`config.mk`:
```
export PLATFORM = sky130hd
export DESIGN_NAME = liu_ctrl_ser
export DESIGN_NICKNAME = d
export VERILOG_FILES = /design/src/rtl/liu_pkg.sv /design/src/rtl/liu_bitclk_gen.sv /design/src/rtl/liu_ctrl_ser.sv
export SDC_FILE = /design/constraint.sdc
export NUM_CORES = 1
export LEC_CHECK = 0
export ABC_CLOCK_PERIOD_IN_PS = 4800
export BUFFER_PORTS_ARGS = -buffer_cell sky130_fd_sc_hd__buf_2
export CORE_MARGIN = 1
export CORE_UTILIZATION = 45
export CTS_BUF_LIST = sky130_fd_sc_hd__clkbuf_4
export DETAILED_ROUTE_END_ITERATION = 8
export HOLD_SLACK_MARGIN = 0.06
export PLACE_DENSITY = 0.67
export RECOVER_POWER = 25
export SYNTH_ARGS = -nofsm -noshare
export SYNTH_HDL_FRONTEND = slang
export SYNTH_SLANG_ARGS = --single-unit
```
`constraint.sdc`:
```
create_clock -name Ck -period 4.8 [get_ports Ck]
set_clock_uncertainty 0.15 [all_clocks]
set_input_delay 0.24 -clock Ck [delete_from_list [all_inputs] [get_ports Ck]]
set_output_delay 0.24 -clock Ck [all_outputs]
set_load 0.01 [all_outputs]
```
`src/rtl/liu_pkg.sv`:
```
// Constants and types shared by the LIU control serializer and the LOS deserializer.
package liu_pkg;

  localparam int LIU_SLOTS  = 22;
  localparam int LIU_NCH    = 21;
  localparam int LIU_CK_DIV = 19;

  typedef logic [2*LIU_NCH-1:0] liu_ctrl_t;
  typedef logic [4:0]           liu_slot_t;
  typedef logic [5:0]           liu_div_t;

endpackage

```
`src/rtl/liu_bitclk_gen.sv`:
```
// Serial bit clock and slot sequencer for the LIU control lanes.
// bnd marks the Ck edge that starts a new bit; slot is the slot entered on that edge.
module liu_bitclk_gen
  import liu_pkg::*;
#(
  parameter int CK_DIV = LIU_CK_DIV,
  parameter int SLOTS  = LIU_SLOTS
) (
  input  logic      clk,
  input  logic      rst,
  output logic      ser_ck,
  output logic      bnd,
  output liu_slot_t slot
);

  liu_div_t  div_cnt;
  liu_div_t  div_nxt;
  liu_slot_t slot_cnt;

  always_comb begin
    bnd     = (div_cnt == liu_div_t'(CK_DIV - 1));
    div_nxt = bnd ? '0 : div_cnt + 1'b1;
    slot    = (slot_cnt == liu_slot_t'(SLOTS - 1)) ? '0 : slot_cnt + 1'b1;
  end

  // Reset parks both counters at their last value so the first live edge enters slot 0.
  always_ff @(posedge clk) begin
    if (rst) begin
      div_cnt  <= liu_div_t'(CK_DIV - 1);
      slot_cnt <= liu_slot_t'(SLOTS - 1);
      ser_ck   <= 1'b0;
    end else begin
      div_cnt <= div_nxt;
      ser_ck  <= (div_nxt < liu_div_t'(CK_DIV / 2));
      if (bnd) begin
        slot_cnt <= slot;
      end
    end
  end

endmodule

```
`src/rtl/liu_ctrl_ser.sv`:
```
// Serializes the 42-bit per-E1 control vector onto two lockstep LIU control lanes.
// Define LIU_CTRL_PARITY_EN to carry per-lane even parity in slot NCH.
module liu_ctrl_ser
  import liu_pkg::*;
#(
  parameter int CK_DIV = LIU_CK_DIV,
  parameter int SLOTS  = LIU_SLOTS,
  parameter int NCH    = LIU_NCH
) (
  input  logic              Ck,
  input  logic              Rs,
  input  logic [2*NCH-1:0]  TX_E1_CTRL,
  output logic              LIU0_Ck,
  output logic              LIU0_DAT,
  output logic              LIU0_SYNC,
  output logic              LIU1_Ck,
  output logic              LIU1_DAT,
  output logic              LIU1_SYNC,
  output logic              FRM_STB
);

  logic             ser_ck;
  logic             bnd;
  liu_slot_t        slot;
  logic [2*NCH-1:0] shadow;
  logic [NCH-1:0]   lane0;
  logic [NCH-1:0]   lane1;
  logic             dat0;
  logic             dat1;
  logic             sync;
  logic             frm_stb;

  liu_bitclk_gen #(
    .CK_DIV (CK_DIV),
    .SLOTS  (SLOTS)
  ) u_bitclk (
    .clk    (Ck),
    .rst    (Rs),
    .ser_ck (ser_ck),
    .bnd    (bnd),
    .slot   (slot)
  );

  assign lane0 = shadow[NCH-1:0];
  assign lane1 = shadow[2*NCH-1:NCH];

  // Slot 0 bits come straight from the input so they match the shadow being loaded.
  always_ff @(posedge Ck) begin
    if (Rs) begin
      shadow  <= '0;
      dat0    <= 1'b0;
      dat1    <= 1'b0;
      sync    <= 1'b0;
      frm_stb <= 1'b0;
    end else begin
      frm_stb <= 1'b0;
      if (bnd) begin
        if (slot == '0) begin
          shadow  <= TX_E1_CTRL;
          dat0    <= TX_E1_CTRL[0];
          dat1    <= TX_E1_CTRL[NCH];
          sync    <= 1'b1;
          frm_stb <= 1'b1;
        end else if (slot < liu_slot_t'(NCH)) begin
          dat0 <= lane0[slot];
          dat1 <= lane1[slot];
          sync <= 1'b0;
        end else begin
          sync <= 1'b0;
`ifdef LIU_CTRL_PARITY_EN
          if (slot == liu_slot_t'(NCH)) begin
            dat0 <= ^lane0;
            dat1 <= ^lane1;
          end else begin
            dat0 <= 1'b0;
            dat1 <= 1'b0;
          end
`else
          dat0 <= 1'b0;
          dat1 <= 1'b0;
`endif
        end
      end
    end
  end

  assign LIU0_Ck   = ser_ck;
  assign LIU1_Ck   = ser_ck;
  assign LIU0_DAT  = dat0;
  assign LIU1_DAT  = dat1;
  assign LIU0_SYNC = sync;
  assign LIU1_SYNC = sync;
  assign FRM_STB   = frm_stb;

endmodule

```
# Word-level counts from Yosys, hierarchy flattened
# Index checks and enable logic that the tools add are counted.
[totals]
regBits = 58
word_cells = 30
input_bits = 44
[op_classes]
n_mux = 11
n_bitwise = 1
n_reduce_logical = 3
n_lt_le_gt_ge = 3
add_sub_neg = 2
n_eq_ne = 2
[op_table]
columns = ["cell", "n"]
rows = [
  ["1-bit binary-select mux with 5-bit select", 2],
  ["1-bit 2-to-1 mux", 7],
  ["6-bit by 1-bit adder with 6-bit output, second input constant", 1],
  ["6-bit by 5-bit == test with 1-bit output, second input constant", 1],
  ["5-bit by 6-bit less-than comparator with 1-bit output, second input constant", 1],
  ["6-bit by 4-bit less-than comparator with 1-bit output, second input constant", 1],
  ["6-bit 2-to-1 mux", 1],
  ["5-bit by 1-bit adder with 5-bit output, second input constant", 1],
  ["5-bit == test, second input constant", 1],
  ["5-bit zero test", 1],
  ["5-bit less-than comparator, second input constant", 1],
  ["5-bit 2-to-1 mux", 1],
  ["2-bit AND reduction", 1],
  ["2-bit OR reduction", 1],
  ["1-bit inverter", 1],
]

# Depth between registers and ports, before layout
# Gate-level depths: netlist of the first run.
[logic_depth]
word_depth = 6
mapped_depth = 11

# Cells and area by module
# From an unflattened synthesis of the first run, not the netlist that was laid out.
[unflattened]
cells_unflattened = 306
hier_area_um2 = 2640.0
[modules_own_cells]
columns = ["mod", "cells_each", "area_per_inst_um2", "n_inst"]
rows = [
  ["liu_ctrl_ser", 239, 2003.2, 1],
  ["liu_bitclk_gen", 67, 636.9, 1],
]

# Worst setup path after synthesis of the first run
# Ideal clock, no wire load.
[synth_path]
path_type = "register to register"
from = "reg u_bitclk.slot_cnt[1]"
to = "reg dat0, in the netlist LIU0_DAT"
setup_ns = 0.120
n_path_buf = 1
t_required_ns = 4.530
stages_incl_launch_ff = 10
t_arrival_ns = 2.256
period_less_slack_ns = 2.526
slack_ns = 2.274
cell_sequence = "dfxtp_1 > inv_1 > ha_1 > and4b_1 > buf_6 > nor2_4 > mux4_2 > a2bb2oi_1 > and4_1 > o31a_1"
[synth_via]
elab_chain_len = 6
[synth_rtl]
columns = ["element", "line_no", "rtl"]
rows = [
  ["start, declared", "liu_bitclk_gen.sv:18", "liu_slot_t slot_cnt;"],
  ["start signal, assigned", "liu_bitclk_gen.sv:30", "slot_cnt <= liu_slot_t'(SLOTS - 1);"],
  ["start signal, assigned", "liu_bitclk_gen.sv:36", "slot_cnt <= slot;"],
  ["5-bit by 1-bit adder with 5-bit output or 5-bit == test (tied branches)", "liu_bitclk_gen.sv:23", "slot = (slot_cnt == liu_slot_t'(SLOTS - 1)) ? '0 : slot_cnt + 1'b1;"],
  ["5-bit 2-to-1 mux *", "liu_bitclk_gen.sv:23", ""],
  ["1-bit binary-select mux with 5-bit select", "liu_ctrl_ser.sv:65", "dat0 <= lane0[slot];"],
  ["1-bit 2-to-1 mux (implied by the code)", "liu_ctrl_ser.sv:65", ""],
  ["1-bit 2-to-1 mux", "liu_ctrl_ser.sv:64", "end else if (slot < liu_slot_t'(NCH)) begin"],
  ["1-bit 2-to-1 mux *", "liu_ctrl_ser.sv:58", "if (slot == '0) begin"],
  ["end signal, assigned", "liu_ctrl_ser.sv:60", "dat0 <= TX_E1_CTRL[0];"],
  ["end signal, assigned", "liu_ctrl_ser.sv:65", ""],
  ["end, declared", "liu_ctrl_ser.sv:28", "logic dat0;"],
]
# Every way passes the cells marked *; elsewhere a longest branch is shown, timed or not. The select of a mux whose other input is x is not followed.
# A chain may end at the register's enable or synchronous reset.

# Worst setup path in the final report of the first run
[layout_path]
from = "reg u_bitclk.slot_cnt[0]"
to = "reg shadow[40]"
[layout_via]
elab_chain_len = 4
[layout_rtl]
columns = ["element", "line_no", "rtl"]
rows = [
  ["5-bit by 1-bit adder with 5-bit output or 5-bit == test (tied branches)", "liu_bitclk_gen.sv:23", ""],
  ["5-bit 2-to-1 mux *", "liu_bitclk_gen.sv:23", ""],
  ["5-bit zero test *", "liu_ctrl_ser.sv:58", ""],
  ["2-bit AND reduction (no source line) *", "n/a", ""],
  ["end signal, assigned", "liu_ctrl_ser.sv:50", "shadow <= '0;"],
  ["end signal, assigned", "liu_ctrl_ser.sv:59", "shadow <= TX_E1_CTRL;"],
  ["end, declared", "liu_ctrl_ser.sv:25", "logic [2*NCH-1:0] shadow;"],
]
# Every way passes the cells marked *; elsewhere a longest branch is shown, timed or not.

==> results of run 1 <==
synthesized netlist by cell type (all sizes together), types with 3 or more instances:
cell type  number
a211o           3
a21boi          3
a21oi          49
a22oi           4
a2bb2oi         4
a31oi           3
buf            16
clkbuf         11
dfxtp          58
ha              4
inv             4
mux2i           6
mux4            3
nand2          99
nand2b          3
nand3           6
nor2           13
nor3            7
o21ai           7
o22ai           3
xnor2           3
layer usage:
metal,part of all wire (%),global-route usage (%),vias up
li1,-,-,1359
met1,44,27.7,1220
met2,50,38.6,62
met3,3.5,3.98,13
met4,2.3,12.0,0
met5,0,0,-
path summary, 6_finish.rpt:
path / end / cells past startpoint / startpoint
min reg2reg: shadow[21] / 2 / shadow[21]
max: shadow[40] / 7 / u_bitclk.slot_cnt[0]
min: u_bitclk.div_cnt[5] / 2 / Rs
max reg2reg: shadow[40] / 7 / u_bitclk.slot_cnt[0]
final cells by class:
class	count	area [µm²]
fillers	546	2390
multi-input cells	255	1450
flip-flops and latches	58	1160
repair buffers	94	677
well taps	75	93.8
clock buffers	9	67.6
clock inverters	7	60.1
inverters	4	15.0
stage by stage:
step | cell area (µm²) | hold WS, ns | cells
finish | 3530 | 0.307 | 502
global route | 3530 | 0.327 | 502
global placement | 2990 | 0.293 | 444
detailed placement | 2990 | 0.296 | 444
CTS | 3540 | 0.307 | 502
floorplan | 2770 | 0.226 | 344
where the power goes:
group | leakage, nW | switching [W] | internal, W
logic | 0.807 | 0.000544 | 0.000373
clock network | 0.0706 | 0.000184 | 0.000152
registers | 0.471 | 0.000116 | 0.000609
total | 1.35 | 0.000844 | 0.00113
sequential cells by signal (all words and copies together), names as in the netlist:
register / cells
FRM_STB: 1
u_bitclk.ser_ck: 1
LIU0_SYNC: 1
shadow: 42
u_bitclk.div_cnt: 6
LIU1_DAT: 1
u_bitclk.slot_cnt: 5
LIU0_DAT: 1
cell families after synthesis:
family | count (synthesis) | synth area share [%]
xor gates and xnor gates | 4 | 1.26
buffers and inverters | 31 | 5.87
DFF | 58 | 41.9
adders and majority gates | 4 | 1.81
and+or+nand+nor | 143 | 23.1
muxes | 11 | 5.42
AOI/OAI and AO/OA | 93 | 20.6
worst max-delay path, delay by kind of cell (launching register included):
family / cells / cell delay, ns
AND/OR/NAND/NOR: 3 / 1.06
adder cells (fa/ha/maj): 1 / 0.63
buffers and inverters: 1 / 0.38
flip-flops: 1 / 0.85
AO/OA/AOI/OAI: 2 / 0.38
what timing repair did:
action                                 4_1_cts  5_1_grt
endpoints found under the hold margin       43        0
hold buffers                                42        0
resized for setup                            0        0
==> flow_summary.yaml, run 1 <==
place:
  preCtsSetupSlack_ns: 1.28
  place.gp.congestion: 0.868
  place.port_buffers: 50
  detailed_place_hpwl_um: 4270
clock_network:
  cts-root-buf: "sky130_fd_sc_hd__clkbuf_4"
  cts.path.max_buffers: 2
  postCtsSetupBuffers: 0
  cts.sinks: 58
  worst_skew_pair.late_latency_ns: 0.42
  htree_levels: 3
  cts_tree: "yes"
  cts.clk_slew.worst_paths_ns: 0.10
  num_cts_buffers: 9
logic_synthesis:
  syn-num-nets: 392
  synth-edff-count: 0
  yosysTopAreaCell: "sky130_fd_sc_hd__dfxtp_1"
  yosys.cell_types.count: 54
  yosys_warnings: 0
  async_flop_share_pct: 0
  post_synthesis_cell_area_um2: 2770
  postSynthAreaPerCell_um2: 8.05
  post-synth-top-area-fraction_pct: 41.9
  ys_top_cells_by_area: "sky130_fd_sc_hd__dfxtp_1 (42%), sky130_fd_sc_hd__nand2_1 (13%), sky130_fd_sc_hd__a21oi_1 (8.9%)"
  dominantRegCellSynth: "sky130_fd_sc_hd__dfxtp_1"
  post_synth_inst_count: 344
  synth-seq-area-share_pct: 41.9
  postSynthRegisterBits: 58
cells_and_area:
  drive_above_1_share_pct: 15.9
  final_cell_mix: "sky130_fd_sc_hd__nand2_1 (99), sky130_fd_sc_hd__dfxtp_1 (58), sky130_fd_sc_hd__a21oi_1 (49)"
  antenna_cells: 0
  net_count_final: 470
  core_occupancy_in_the_finished_layout_pct: 59.6
  mostFrequentLayoutCell: "sky130_fd_sc_hd__nand2_1"
  syn2layout_area_growth_pct: 27.3
timing:
  slew_violations: 0
  worstMarginPinSlew_ns: 1.01
  finalCritPeriodShare_pct: 74.0
  finalSetupViolations: 0
  setup_slack_ns: 1.25
  post_route_minimum_period_ns: 3.55
  unrepaired_setup_endpoints_after_global_routing: "no"
  fmax_mhz: 282
  hold_viol_final: 0
  max-slew-margin-rel_pct: 32.6
  timing.setup.tns_ns: 0
worst_setup_path:
  cp_cell_sequence: "ha_1 -> nor3b_1 -> o22ai_1 -> nor3_4 -> buf_4 -> nand2_1 -> a21oi_1"
  cpPeakStageDelay_ns: 0.85
  cp.arrival_ns: 3.74
  timing.critical_path.required_ns: 4.99
  reg2reg_setup_slack_ns: 1.25
  cp-start-kind: "flop"
  cp_max_fo: 26
  cp_slowest_cell: "sky130_fd_sc_hd__dfxtp_1"
  setup.worst_path.class: "flop to flop"
  worstSetupEndpointType: "flop"
floorplan:
  top_level_ports: 51
  die-width_um: 80.5
  fp.dieArea_um2: 6470
  die_height_um: 80.5
  initial_core_util_pct: 46.8
  num_rows: 28
  core-area_um2: 5920
global_routing:
  grt_start_max_net_pins: 58
  grt_overflow_total: 0
  grt_usage_pct: 22.9
  antenna_violations_before_repair: 0
  global_route_wire_length_before_repair_um: 11100
  vias_in_the_first_global_route: 2488
drt:
  via_count: 2654
  routed_wl_um: 6810
  route.detailed.wl_per_inst_um: 13.6
  route.antenna.remaining_nets: 0
  vias_per_cell: 5.29
  drc_errors: 0
  dr.first_iter.drc_count: 250
  detailedRoute.firstPassIterationCount: 5
power_and_ir_drop:
  power.leakage_nw: 1.35
  overall_power_of_the_completed_layout_w: 0.00198
  maximum_resistive_drop_on_vdd_v: 0.000218
  power_density_nw_per_um2: 561
job:
  cap_viol_max_count: 0
worst_hold_path:
  worst_min_delay_path_class: "primary input to flop"
run_status:
  outcome: "finished, final reports clean"
(Power assumes the default switching activity.)
==> run 2: changes to the inputs <==
--- a/config.mk
+++ b/config.mk
@@ -5,7 +5,7 @@
 export SDC_FILE = /design/constraint.sdc
 export NUM_CORES = 1
 export LEC_CHECK = 0
-export ABC_CLOCK_PERIOD_IN_PS = 4800
+export ABC_CLOCK_PERIOD_IN_PS = 3410
 export BUFFER_PORTS_ARGS = -buffer_cell sky130_fd_sc_hd__buf_2
 export CORE_MARGIN = 1
 export CORE_UTILIZATION = 45
==> constraint.sdc (replaced) <==
create_clock -name Ck -period 3.41 [get_ports Ck]
set_clock_uncertainty 0.15 [all_clocks]
set_input_delay 0.1705 -clock Ck [delete_from_list [all_inputs] [get_ports Ck]]
set_output_delay 0.1705 -clock Ck [all_outputs]
set_load 0.01 [all_outputs]
==> flow_summary.yaml, run 2 (same netlist as run 1, synthesis figures left out) <==
run_status:
  outcome: "finished, final reports clean"
timing:
  slew_violations: 0
  max-slew-margin-rel_pct: 31.6
  hold_slack_ns: 0.273
  finalCritPeriodShare_pct: 80.8
  worstMarginPinSlew_ns: 1.03
  timing.setup.tns_ns: 0
  finalSetupViolations: 0
  hold_viol_final: 0
  fmax_mhz: 363
  post_route_minimum_period_ns: 2.75
  unrepaired_setup_endpoints_after_global_routing: "no"
worst_setup_path:
  worstReg2RegEnd: "LIU0_DAT"
  r2r_start: "u_bitclk.slot_cnt[1]"
  worstSetupEndpointType: "flop"
  cp.arrival_ns: 2.95
  timing.critical_path.required_ns: 3.61
  worstPathBufferInverterCount: 2
  cp_slowest_cell: "sky130_fd_sc_hd__clkbuf_1"
  depth_of_the_critical_timing_path_with_buffers_and_inverters_included: 8
  rr_worst_depth: 8
  cpPeakStageDelay_ns: 0.51
  cp-start-kind: "flop"
  critPathTopFamily: "compound AO/OA/AOI/OAI gates"
  cp_max_fo: 12
  cp_cell_sequence: "inv_1 -> ha_1 -> clkbuf_1 -> o21ai_0 -> a311oi_1 -> a22oi_1 -> a21oi_1 -> o31a_1"
  reg2reg_setup_slack_ns: 0.66
  setup.worst_path.class: "flop to flop"
drt:
  vias_per_cell: 5.32
  drc_errors: 0
  route.detailed.wl_per_inst_um: 13.8
  dr.first_iter.drc_count: 258
  dr.max_layer_used: "met4"
  routed_wl_um: 6950
  met3RoutedLength_um: 315
  route.antenna.remaining_nets: 0
  via_count: 2681
  drt-met1-wl_um: 3110
  detailedRoute.firstPassIterationCount: 5
  met2_wirelength_um: 3410
power_and_ir_drop:
  maximum_resistive_drop_on_vdd_v: 0.000488
  switchingPower_w: 0.00119
  power_density_nw_per_um2: 781
  pwr-share-clk_pct: 15.1
  seq_power_share_pct: 36.5
  switching_share_pct: 43.3
  power.leakage_nw: 1.35
  comb_power_share_pct: 48.4
  p_int_w: 0.00156
cells_and_area:
  antenna_cells: 0
  top_register: "shadow"
  final_cell_mix: "sky130_fd_sc_hd__nand2_1 (99), sky130_fd_sc_hd__dfxtp_1 (58), sky130_fd_sc_hd__a21oi_1 (49)"
  net_count_final: 472
  largest_register_ffs: 42
  mostFrequentLayoutCell: "sky130_fd_sc_hd__nand2_1"
  drive_above_1_share_pct: 16.6
  layoutNonFillerInstCount: 504
  syn2layout_area_growth_pct: 27.1
  biggestRegsByFlops: "shadow (42), u_bitclk.div_cnt (6), u_bitclk.slot_cnt (5)"
  core_occupancy_in_the_finished_layout_pct: 59.4
clock_network:
  ctsResizeCount: 0
  cts_hold_buffers: 42
  postCtsSetupBuffers: 0
  htree_levels: 3
  cts-root-buf: "sky130_fd_sc_hd__clkbuf_4"
  cts.clk_slew.worst_paths_ns: 0.10
  worst_skew_pair.late_latency_ns: 0.39
  cts.sinks: 58
  num_cts_buffers: 9
  cts_tree: "yes"
  cts.path.max_buffers: 2
place:
  detailed_place_hpwl_um: 4170
  place.gp.congestion: 0.896
  place.port_buffers: 50
  dp_cells: 446
floorplan:
  die-width_um: 80.5
  core-area_um2: 5920
  fp.dieArea_um2: 6470
  num_rows: 28
  initial_core_util_pct: 46.8
  die_height_um: 80.5
  top_level_ports: 51
global_routing:
  grt_usage_pct: 23.5
  antenna_violations_before_repair: 0
  vias_in_the_first_global_route: 2507
  grt_overflow_total: 0
  global_route_wire_length_before_repair_um: 11500
  grt_start_max_net_pins: 58
worst_hold_path:
  worst_min_delay_path_class: "primary input to flop"
  timing.hold.worst.start: "Rs"
  hold_path_depth: 2
  hold-path-endpoint: "u_bitclk.div_cnt[5]"
job:
  cap_viol_max_count: 0
run 2: area by class of cell:
type | instances | area, µm²
inverters | 4 | 15.0
well taps | 75 | 93.8
fillers | 540 | 2400
repair buffers | 96 | 688
multi-input cells | 255 | 1450
clock buffers | 12 | 90.1
clock inverters | 4 | 18.8
flip-flops and latches | 58 | 1160
run 2: how the worst max path moves through the flow:
| stage | startpoint | end | slack, ns |
|---|---|---|---|
| after detailed placement | u_bitclk.slot_cnt[1] | LIU0_DAT | 0.72 |
| after global placement | u_bitclk.slot_cnt[1] | LIU0_DAT | 0.79 |
| after CTS | u_bitclk.slot_cnt[1] | LIU0_DAT | 0.71 |
| after floorplan | u_bitclk.slot_cnt[1] | LIU0_DAT | 0.88 |
| final | u_bitclk.slot_cnt[1] | LIU0_DAT | 0.66 |
| after global routing | u_bitclk.slot_cnt[1] | LIU0_DAT | 0.47 |
run 2: stage by stage:
stage	instance area, µm²	total power, W	setup slack, ns
2_1_floorplan	2770	0.00203	0.884
3_3_place_gp	3000	0.00229	0.792
3_5_place_dp	3000	0.00230	0.723
4_1_cts	3530	0.00276	0.706
5_1_grt	3520	0.00296	0.467
6_report	3520	0.00275	0.655
run 2: power groups by stage:
| stage | clock network [W] | logic, W | registers (W) |
|---|---|---|---|
| after detailed placement | 0 | 0.00129 | 0.00101 |
| after CTS | 0.000425 | 0.00133 | 0.000998 |
| after floorplan | 0 | 0.00106 | 0.000964 |
| after global placement | 0 | 0.00128 | 0.00101 |
| after global routing | 0.000459 | 0.00147 | 0.00103 |
| final | 0.000415 | 0.00133 | 0.00100 |
run 2: per-layer routing:
metal	vias up	track usage (%)
met3	12	4.77
met4	0	10.9
li1	1361	-
met1	1234	29.6
met2	74	38.2
met5	-	0
run 2: worst register-to-register path, stage by stage (launching register included):
cell and delay [ns]:
sky130_fd_sc_hd__dfxtp_1 0.43, sky130_fd_sc_hd__inv_1 0.07, sky130_fd_sc_hd__ha_1 0.38, sky130_fd_sc_hd__clkbuf_1 0.51
sky130_fd_sc_hd__o21ai_0 0.20, sky130_fd_sc_hd__a311oi_1 0.48, sky130_fd_sc_hd__a22oi_1 0.12, sky130_fd_sc_hd__a21oi_1 0.21
sky130_fd_sc_hd__o31a_1 0.16
==> run 3: changes to the inputs <==
--- a/config.mk
+++ b/config.mk
@@ -5,7 +5,7 @@
 export SDC_FILE = /design/constraint.sdc
 export NUM_CORES = 1
 export LEC_CHECK = 0
-export ABC_CLOCK_PERIOD_IN_PS = 3410
+export ABC_CLOCK_PERIOD_IN_PS = 2840
 export BUFFER_PORTS_ARGS = -buffer_cell sky130_fd_sc_hd__buf_2
 export CORE_MARGIN = 1
 export CORE_UTILIZATION = 45
==> constraint.sdc (replaced) <==
create_clock -name Ck -period 2.84 [get_ports Ck]
set_clock_uncertainty 0.15 [all_clocks]
set_input_delay 0.142 -clock Ck [delete_from_list [all_inputs] [get_ports Ck]]
set_output_delay 0.142 -clock Ck [all_outputs]
set_load 0.01 [all_outputs]
==> flow_summary.yaml, run 3 (same netlist as run 1, synthesis figures left out) <==
run_status:
  outcome: "finished, final reports clean"
drt:
  via_count: 2748
  drc_errors: 0
  route.detailed.wl_per_inst_um: 13.6
  route.antenna.remaining_nets: 0
  dr.first_iter.drc_count: 147
  routed_wl_um: 6990
  detailedRoute.firstPassIterationCount: 4
  vias_per_cell: 5.36
worst_setup_path:
  cpPeakStageDelay_ns: 0.49
  rr_worst_depth: 9
  cp_slowest_cell: "sky130_fd_sc_hd__mux4_2"
  critPathTopFamily: "multiplexers"
  worstPathBufferInverterCount: 2
  cp-start-kind: "flop"
  r2r_start: "u_bitclk.slot_cnt[1]"
  worstReg2RegEnd: "LIU1_DAT"
  worst_setup_path_startpoint: "u_bitclk.slot_cnt[1]"
  timing.critical_path.required_ns: 2.95
  setup.worst_path.class: "flop to flop"
  worstSetupEndpointType: "flop"
  cp.arrival_ns: 2.73
  cp_max_fo: 6
  reg2reg_setup_slack_ns: 0.22
  cp_cell_sequence: "inv_1 -> ha_1 -> and4b_1 -> nor2_4 -> buf_4 -> mux4_2 -> a221oi_1 -> a311o_1 -> a21oi_1"
timing:
  unrepaired_setup_endpoints_after_global_routing: "no"
  worstMarginPinSlew_ns: 0.692
  slew_violations: 0
  finalCritPeriodShare_pct: 92.2
  setup_slack_ns: 0.221
  finalSetupViolations: 0
  max-slew-margin-rel_pct: 53.9
  fmax_mhz: 382
  post_route_minimum_period_ns: 2.62
  timing.setup.tns_ns: 0
  hold_viol_final: 0
cells_and_area:
  syn2layout_area_growth_pct: 30.5
  nFillCells: 525
  core_occupancy_in_the_finished_layout_pct: 61.1
  final_cell_mix: "sky130_fd_sc_hd__nand2_1 (99), sky130_fd_sc_hd__dfxtp_1 (58), sky130_fd_sc_hd__a21oi_1 (49)"
  largest_register_ffs: 42
  mostFrequentLayoutCell: "sky130_fd_sc_hd__nand2_1"
  drive_above_1_share_pct: 18.0
  antenna_cells: 0
  layoutNonFillerInstCount: 513
  biggestRegsByFlops: "shadow (42), u_bitclk.div_cnt (6), u_bitclk.slot_cnt (5)"
  finish.instance_area_um2: 3610
  top_register: "shadow"
  net_count_final: 482
global_routing:
  grt_start_max_net_pins: 45
  antenna_violations_before_repair: 0
  global_route_wire_length_before_repair_um: 11600
  grt_usage_pct: 23.9
  vias_in_the_first_global_route: 2601
  grt_overflow_total: 0
worst_hold_path:
  hold_path_depth: 2
  hold-path-endpoint: "FRM_STB"
  timing.hold.worst.start: "Rs"
  worst_min_delay_path_class: "primary input to flop"
power_and_ir_drop:
  switchingPower_w: 0.00147
  maximum_resistive_drop_on_vdd_v: 0.000480
  power_density_nw_per_um2: 949
  power.leakage_nw: 1.40
  switching_share_pct: 43.0
  p_int_w: 0.00196
  seq_power_share_pct: 34.1
  pwr-share-clk_pct: 13.3
  comb_power_share_pct: 52.7
clock_network:
  cts.path.max_buffers: 2
  postCtsSetupBuffers: 0
  cts.clk_slew.worst_paths_ns: 0.10
  cts_tree: "yes"
  num_cts_buffers: 9
  htree_levels: 3
  cts-root-buf: "sky130_fd_sc_hd__clkbuf_4"
  cts.sinks: 58
  worst_skew_pair.late_latency_ns: 0.40
floorplan:
  core-area_um2: 5920
  top_level_ports: 51
  initial_core_util_pct: 46.8
  die-width_um: 80.5
  fp.dieArea_um2: 6470
  die_height_um: 80.5
  num_rows: 28
place:
  detailed_place_hpwl_um: 4550
  preCtsSetupSlack_ns: 0.244
  dp_cells: 456
  place_area_um2: 3100
  place.gp.congestion: 0.891
  place.port_buffers: 50
job:
  cap_viol_max_count: 0
==> run 3: timing repair <==
action,in CTS,in global routing
endpoints found under the hold margin,43,0
gates resized for setup,0,2
hold buffers,42,0
endpoints found under the setup margin,0,6
==> run 3: final cells by class <==
type | count | area (µm²) | area share, %
Clock buffer | 9 | 67.6 | 1.87
Clock inverter | 6 | 25.0 | 0.692
Inverter | 4 | 15.0 | 0.415
Multi-Input combinational cell | 255 | 1460 | 40.5
Sequential cell | 58 | 1160 | 32.1
Tap cell | 75 | 93.8 | 2.60
Timing Repair Buffer | 106 | 788 | 21.8
==> run 3: per-layer routing <==
metal  global-route usage, %  routed length, µm
met1                    29.4               3070
met2                    39.2               3440
met3                    5.57                349
met4                    11.4                136
met5                       0                  0
==> run 3: worst max-delay path by stage <==
stage                       endpoint  slack, ns  depth (start not counted)
final                       LIU1_DAT       0.22                          9
after global routing        LIU1_DAT       0.03                          9
after CTS                  shadow[3]       0.20                          8
after detailed placement    LIU1_DAT       0.24                          9
after global placement    shadow[14]       0.31                          8
after floorplan             LIU0_DAT       0.31                          9
==> run 3: worst reg2reg max path: cells and delay by family, from the launching register on <==
family | cells | cell delay (ns)
buf+inv | 2 | 0.22
flops | 1 | 0.42
simple gates | 2 | 0.45
fa+ha+maj | 1 | 0.24
compound gates | 3 | 0.49
mux | 1 | 0.49
==> run 3: power by group through the flow <==
| stage | combinational, W | sequential [W] | clock [W] |
|---|---|---|---|
| after detailed placement | 0.00175 | 0.00119 | 0 |
| after floorplan | 0.00128 | 0.00116 | 0 |
| after CTS | 0.00180 | 0.00117 | 0.000464 |
| after global routing | 0.00199 | 0.00120 | 0.000504 |
| after global placement | 0.00173 | 0.00118 | 0 |
| final | 0.00181 | 0.00117 | 0.000455 |
==> run 3: per-stage QoR <==
| step | hold WS (ns) | total power, W |
|---|---|---|
| finish | 0.100 | 0.00343 |
| global route | 0.114 | 0.00368 |
| CTS | 0.0875 | 0.00343 |
| detailed placement | 0.237 | 0.00294 |
| global placement | 0.233 | 0.00291 |
| floorplan | 0.128 | 0.00244 |
